`config.mk`:
```
export PLATFORM = sky130hd
export DESIGN_NAME = debounce_arbiter
export DESIGN_NICKNAME = d
export VERILOG_FILES = /design/src/rtl/debounce_pkg.sv /design/src/rtl/sync_2ff.sv /design/src/rtl/debounce_arbiter.sv
export SDC_FILE = /design/constraint.sdc
export NUM_CORES = 1
export LEC_CHECK = 0
export BUFFER_PORTS_ARGS = -buffer_cell sky130_fd_sc_hd__buf_2
export CORE_ASPECT_RATIO = 1.25
export CORE_UTILIZATION = 60
export CTS_BUF_LIST = sky130_fd_sc_hd__clkbuf_8
export DETAILED_ROUTE_END_ITERATION = 10
export GPL_TIMING_DRIVEN = 0
export PLACE_DENSITY = 0.95
export SLEW_MARGIN = 15
export SYNTH_ARGS = -nofsm -noshare
export SYNTH_HDL_FRONTEND = slang
export SYNTH_HIERARCHICAL = 1
export SYNTH_SLANG_ARGS = --single-unit
```
`constraint.sdc`:
```
create_clock -name clk -period 4.82 [get_ports clk]
set_input_delay 0.241 -clock clk [delete_from_list [all_inputs] [get_ports clk]]
set_output_delay 0.241 -clock clk [all_outputs]
set_load 0.05 [all_outputs]
```
`src/rtl/debounce_pkg.sv`:
```
// Shared definitions for the debounce arbiter: FSM encoding and default sizing.
package debounce_pkg;

    // Arbiter states: IDLE waits for a request, TIMING owns the shared counter.
    typedef enum logic {
        IDLE   = 1'b0,
        TIMING = 1'b1
    } state_e;

    localparam int DEFAULT_N         = 4;
    localparam int DEFAULT_DB_CYCLES = 20;

endpackage

```
`src/rtl/sync_2ff.sv`:
```
// Single-bit two-flop synchronizer bringing an asynchronous level into the clk domain.
module sync_2ff (
    input  logic clk,
    input  logic reset,
    input  logic d_i,
    output logic q_o
);

    logic stage1_q;
    logic stage2_q;

    // Back-to-back flops give the first stage a full cycle to resolve metastability.
    always_ff @(posedge clk or posedge reset) begin
        if (reset) begin
            stage1_q <= 1'b0;
            stage2_q <= 1'b0;
        end else begin
            stage1_q <= d_i;
            stage2_q <= stage1_q;
        end
    end

    assign q_o = stage2_q;

endmodule

```
`src/rtl/debounce_arbiter.sv`:
```
// Debouncer for N buttons sharing one stability timer, handed out round-robin.
module debounce_arbiter
    import debounce_pkg::*;
#(
    parameter int N         = DEFAULT_N,
    parameter int DB_CYCLES = DEFAULT_DB_CYCLES,
    parameter int CW        = $clog2(DB_CYCLES)
) (
    input  logic                 clk,
    input  logic                 reset,
    input  logic [N-1:0]         raw_in,
    output logic [N-1:0]         db_out,
    output logic [N-1:0]         p_edge,
    output logic [N-1:0]         n_edge,
    output logic                 busy,
    output logic [$clog2(N)-1:0] active_idx
);

    localparam int            IW       = $clog2(N);
    localparam logic [CW-1:0] CNT_LAST = CW'(DB_CYCLES - 1);
    localparam logic [IW-1:0] LAST_IDX = IW'(N - 1);
    localparam logic [IW:0]   N_WIDE   = (IW + 1)'(N);

    logic [N-1:0]  syncLvl;
    logic [N-1:0]  req;
    state_e        state_q, state_d;
    logic [CW-1:0] cnt_q, cnt_d;
    logic [IW-1:0] idx_q, idx_d;
    logic [IW-1:0] rrPtr_q, rrPtr_d;
    logic [N-1:0]  db_q, db_d;
    logic [N-1:0]  pEdge_q, pEdge_d;
    logic [N-1:0]  nEdge_q, nEdge_d;
    logic          grantValid;
    logic [IW-1:0] grantIdx;
    logic [IW:0]   cand;
    logic [IW-1:0] nextPtr;

    for (genvar i = 0; i < N; i++) begin : g_sync
        sync_2ff u_sync (
            .clk   (clk),
            .reset (reset),
            .d_i   (raw_in[i]),
            .q_o   (syncLvl[i])
        );
    end

    // A channel wants the timer whenever its synchronized level disagrees with its debounced level.
    assign req = syncLvl ^ db_q;

    // Round-robin pick: scan from rrPtr_q upward, wrapping at N, and take the first requester.
    always_comb begin
        grantValid = 1'b0;
        grantIdx   = '0;
        cand       = '0;
        for (int k = 0; k < N; k++) begin
            cand = {1'b0, rrPtr_q} + (IW + 1)'(k);
            if (cand >= N_WIDE) begin
                cand = cand - N_WIDE;
            end
            if (!grantValid && req[cand[IW-1:0]]) begin
                grantValid = 1'b1;
                grantIdx   = cand[IW-1:0];
            end
        end
    end

    assign nextPtr = (idx_q == LAST_IDX) ? '0 : idx_q + IW'(1);

    // Timer FSM: grant, count stable cycles for the owner, then accept or abandon the change.
    always_comb begin
        state_d = state_q;
        cnt_d   = cnt_q;
        idx_d   = idx_q;
        rrPtr_d = rrPtr_q;
        db_d    = db_q;
        pEdge_d = '0;
        nEdge_d = '0;
        case (state_q)
            IDLE: begin
                if (grantValid) begin
                    state_d = TIMING;
                    cnt_d   = '0;
                    idx_d   = grantIdx;
                end
            end
            TIMING: begin
                if (!req[idx_q]) begin
                    state_d = IDLE;
                    rrPtr_d = nextPtr;
                end else if (cnt_q == CNT_LAST) begin
                    db_d[idx_q] = ~db_q[idx_q];
                    if (db_q[idx_q]) begin
                        nEdge_d[idx_q] = 1'b1;
                    end else begin
                        pEdge_d[idx_q] = 1'b1;
                    end
                    rrPtr_d = nextPtr;
                    state_d = IDLE;
                end else begin
                    cnt_d = cnt_q + CW'(1);
                end
            end
            default: state_d = IDLE;
        endcase
    end

    // State, counter and output registers; reset drops any grant in flight without a pulse.
    always_ff @(posedge clk or posedge reset) begin
        if (reset) begin
            state_q <= IDLE;
            cnt_q   <= '0;
            idx_q   <= '0;
            rrPtr_q <= '0;
            db_q    <= '0;
            pEdge_q <= '0;
            nEdge_q <= '0;
        end else begin
            state_q <= state_d;
            cnt_q   <= cnt_d;
            idx_q   <= idx_d;
            rrPtr_q <= rrPtr_d;
            db_q    <= db_d;
            pEdge_q <= pEdge_d;
            nEdge_q <= nEdge_d;
        end
    end

    assign db_out     = db_q;
    assign p_edge     = pEdge_q;
    assign n_edge     = nEdge_q;
    assign busy       = (state_q == TIMING);
    assign active_idx = (state_q == TIMING) ? idx_q : '0;

endmodule

```
==> flow_metrics.tcl <==
set metrics [dict create \
    drtIter0Drc 22 \
    fmax_ghz 0.478 \
    fin_crit_sh_pct 43.4 \
    clock_latency_ns 0.29 \
    placed_cells 168 \
    vdd_ir_drop_max_v 0.000406 \
    grtUsageTotal_pct 25.5 \
    cts_buffers 5 \
    die_h_um 55.2 \
    io_pins 21 \
    io_buffers 20 \
    syn-mean-instance-area_um2 11.5 \
    fin_util_pct 78.1 \
    hold_path_class "primary input to register" \
    setup_violations 0 \
    num_rows 18 \
    slew_viol_final 0 \
    total_power_uw 828 \
    cts-root-buf "clkbuf_8" \
    drt-total-wl_um 2680 \
    fillers 148 \
    syn_area_um2 1360 \
    cp_data_required_time_ns 5.05 \
    start_util_pct 66.3 \
    ant_nets 0 \
    skew_ns 0.00838 \
    final_cells 177 \
    die_x_um 44.6 \
    ys.warnings.count 6 \
    crit_start "cnt_q[0]" \
    crit_arrival_ns 2.32 \
    first_global_vias 1001 \
    grt-ovfl-total 0 \
    place_worst_setup_slack_ns 2.81 \
    gp_congestion 0.896 \
    nNetsFinal 157 \
    final_area_um2 1600 \
    routed_via_density 5.76 \
    core_um2 2050 \
    min-delay-start "raw_in[3]" \
    path_class "register to register" \
    grt_first_pass_wirelength_um 4400 \
    min_period_ns 2.09 \
    cp_max_fo 10 \
    synth_fp_nets 129 \
    endpoint_kind "register" \
    place_area_um2 1500 \
    slew_headroom_pct 44.8 \
    crit_path_start_kind "register" \
    htree_levels 2 \
    antenna_found_initial 0 \
    rr_startpoint "cnt_q[0]" \
    setup_ws_ns 2.73 \
    drv_cap 0 \
    synth_seq_cells 30 \
    antenna_cells 0 \
    hold_ws_ns 0.0602 \
    cts_tree "done" \
    worst_slew_pin_slew_ns 0.827 \
    path_clk_slew_ns 0.07 \
    status "finished clean" \
    postSynthCellCount 118 \
    fin_setup_tns_ns 0 \
    synthDistinctLibCells 32 \
    grt_max_degree 23 \
    layout_commonest_cell "dfrtp_1" \
    clock_sink_count 30 \
    drc 0 \
    dr.pass1.iters 4 \
    rsz0062_at_grt "no" \
    final_cell_mix "dfrtp_1 (30), buf_2 (21), inv_1 (9)" \
    area_delta_synth_final_pct 17.9 \
    design.die.area_um2 2460 \
    leakagePower_nw 0.820 \
    clockBufferDepth 2 \
    drive_gt1_share_pct 24.5 \
    finalHoldViolCount 0 \
    hpwlAfterDp_um 1920 \
    wl_per_cell_um 15.1 \
    synth.yosys.seq_area_share_pct 55.2 \
    p_per_area_nw_per_um2 517 \
    vias 1019 \
]
==> routing by layer <==
layer	vias up	GRT usage [%]	part of all wire, %
met4	0	11.7	2.5
li1	470	-	-
met1	503	27.4	38
met2	39	41.8	54
met3	7	11.1	5.5
met5	-	0	0
==> synthesized netlist by cell type <==
cell type | number | area [um^2]
a21boi_0 | 1 | 7.51
mux2i_1 | 2 | 20.0
nor3_1 | 7 | 35.0
buf_2 | 1 | 5.00
mux4_2 | 2 | 45.0
buf_6 | 1 | 11.3
a21oi_1 | 3 | 15.0
o211ai_1 | 2 | 15.0
nor2_1 | 4 | 15.0
inv_1 | 9 | 33.8
buf_1 | 1 | 3.75
mux2_2 | 2 | 22.5
o21ai_0 | 6 | 30.0
a41o_1 | 1 | 10.0
nand2_1 | 5 | 18.8
o21ai_2 | 1 | 8.76
mux2_4 | 1 | 15.0
and3_1 | 5 | 31.3
a211o_1 | 1 | 8.76
ha_1 | 5 | 62.6
clkbuf_1 | 2 | 7.51
xnor2_1 | 4 | 35.0
nand4_1 | 2 | 12.5
a22o_1 | 3 | 26.3
xor2_1 | 1 | 8.76
and2_1 | 3 | 18.8
nand3_1 | 5 | 25.0
nand2b_1 | 4 | 25.0
dfrtp_1 | 30 | 751
nor4bb_1 | 1 | 10.0
o31ai_1 | 2 | 15.0
a32o_1 | 1 | 10.0
==> repair_timing <==
item / 4_1_cts / 5_1_grt
hold endpoints to repair: 8 / 0
hold buffers: 1 / 0
gates resized for setup: 0 / 0
buffers inserted: 0 / 0
endpoints found under the setup margin: 0 / 0
==> critical path: stages, from the launching register on <==
cell      delay [ns]
dfrtp_1         0.43
ha_1            0.22
nor4bb_1        0.33
buf_1           0.41
inv_1           0.08
a21boi_0        0.36
a22o_1          0.21
==> logic make-up (layout without fill, tap and decap cells) <==
family | count (synthesis) | in the layout | synth area share (%)
compound gates | 21 | 21 | 10.8
xor+xnor | 5 | 5 | 3.22
fa+ha+maj | 5 | 5 | 4.60
buf+inv | 14 | 43 | 4.51
flops | 30 | 30 | 55.2
mux | 7 | 7 | 7.55
simple gates | 36 | 36 | 14.1
==> report_power, final <==
part | switching [mW] | internal, mW | total [mW]
registers | 0.0429 | 0.287 | 0.329
clock network | 0.0936 | 0.114 | 0.208
logic | 0.173 | 0.118 | 0.291
total | 0.309 | 0.519 | 0.828
==> cell type report <==
cell class | count | area [um^2] | area share [%]
Buffer | 5 | 27.5 | 1.72
Clock buffer | 6 | 82.6 | 5.16
Clock inverter | 2 | 12.5 | 0.781
Inverter | 9 | 33.8 | 2.11
Multi-Input combinational cell | 74 | 547 | 34.1
Sequential cell | 30 | 751 | 46.9
Tap cell | 30 | 37.5 | 2.34
Timing Repair Buffer | 21 | 110 | 6.88
==> registers in the layout (all words and copies together) (netlist names) <==
name / flops
g_sync.u_sync/stage1_q: 4
busy: 1
g_sync.u_sync/q_o: 4
rrPtr_q: 2
idx_q: 2
p_edge: 4
db_out: 4
n_edge: 4
cnt_q: 5
==> worst paths after layout <==
path / endpoint / slack, ns / depth (start not counted)
worst max-delay path: cnt_q[0] / 2.73 / 6
worst min-delay path: g_sync[3].u_sync/stage1_q / 0.06 / 1
worst max register to register: cnt_q[0] / 2.73 / 6
worst min register to register: g_sync[2].u_sync/q_o / 0.35 / 0
max in group asynchronous: busy / 3.59 / 3
min in group asynchronous: g_sync[3].u_sync/stage1_q / 0.40 / 3
No activity file was read; power rests on OpenSTA's default activity.
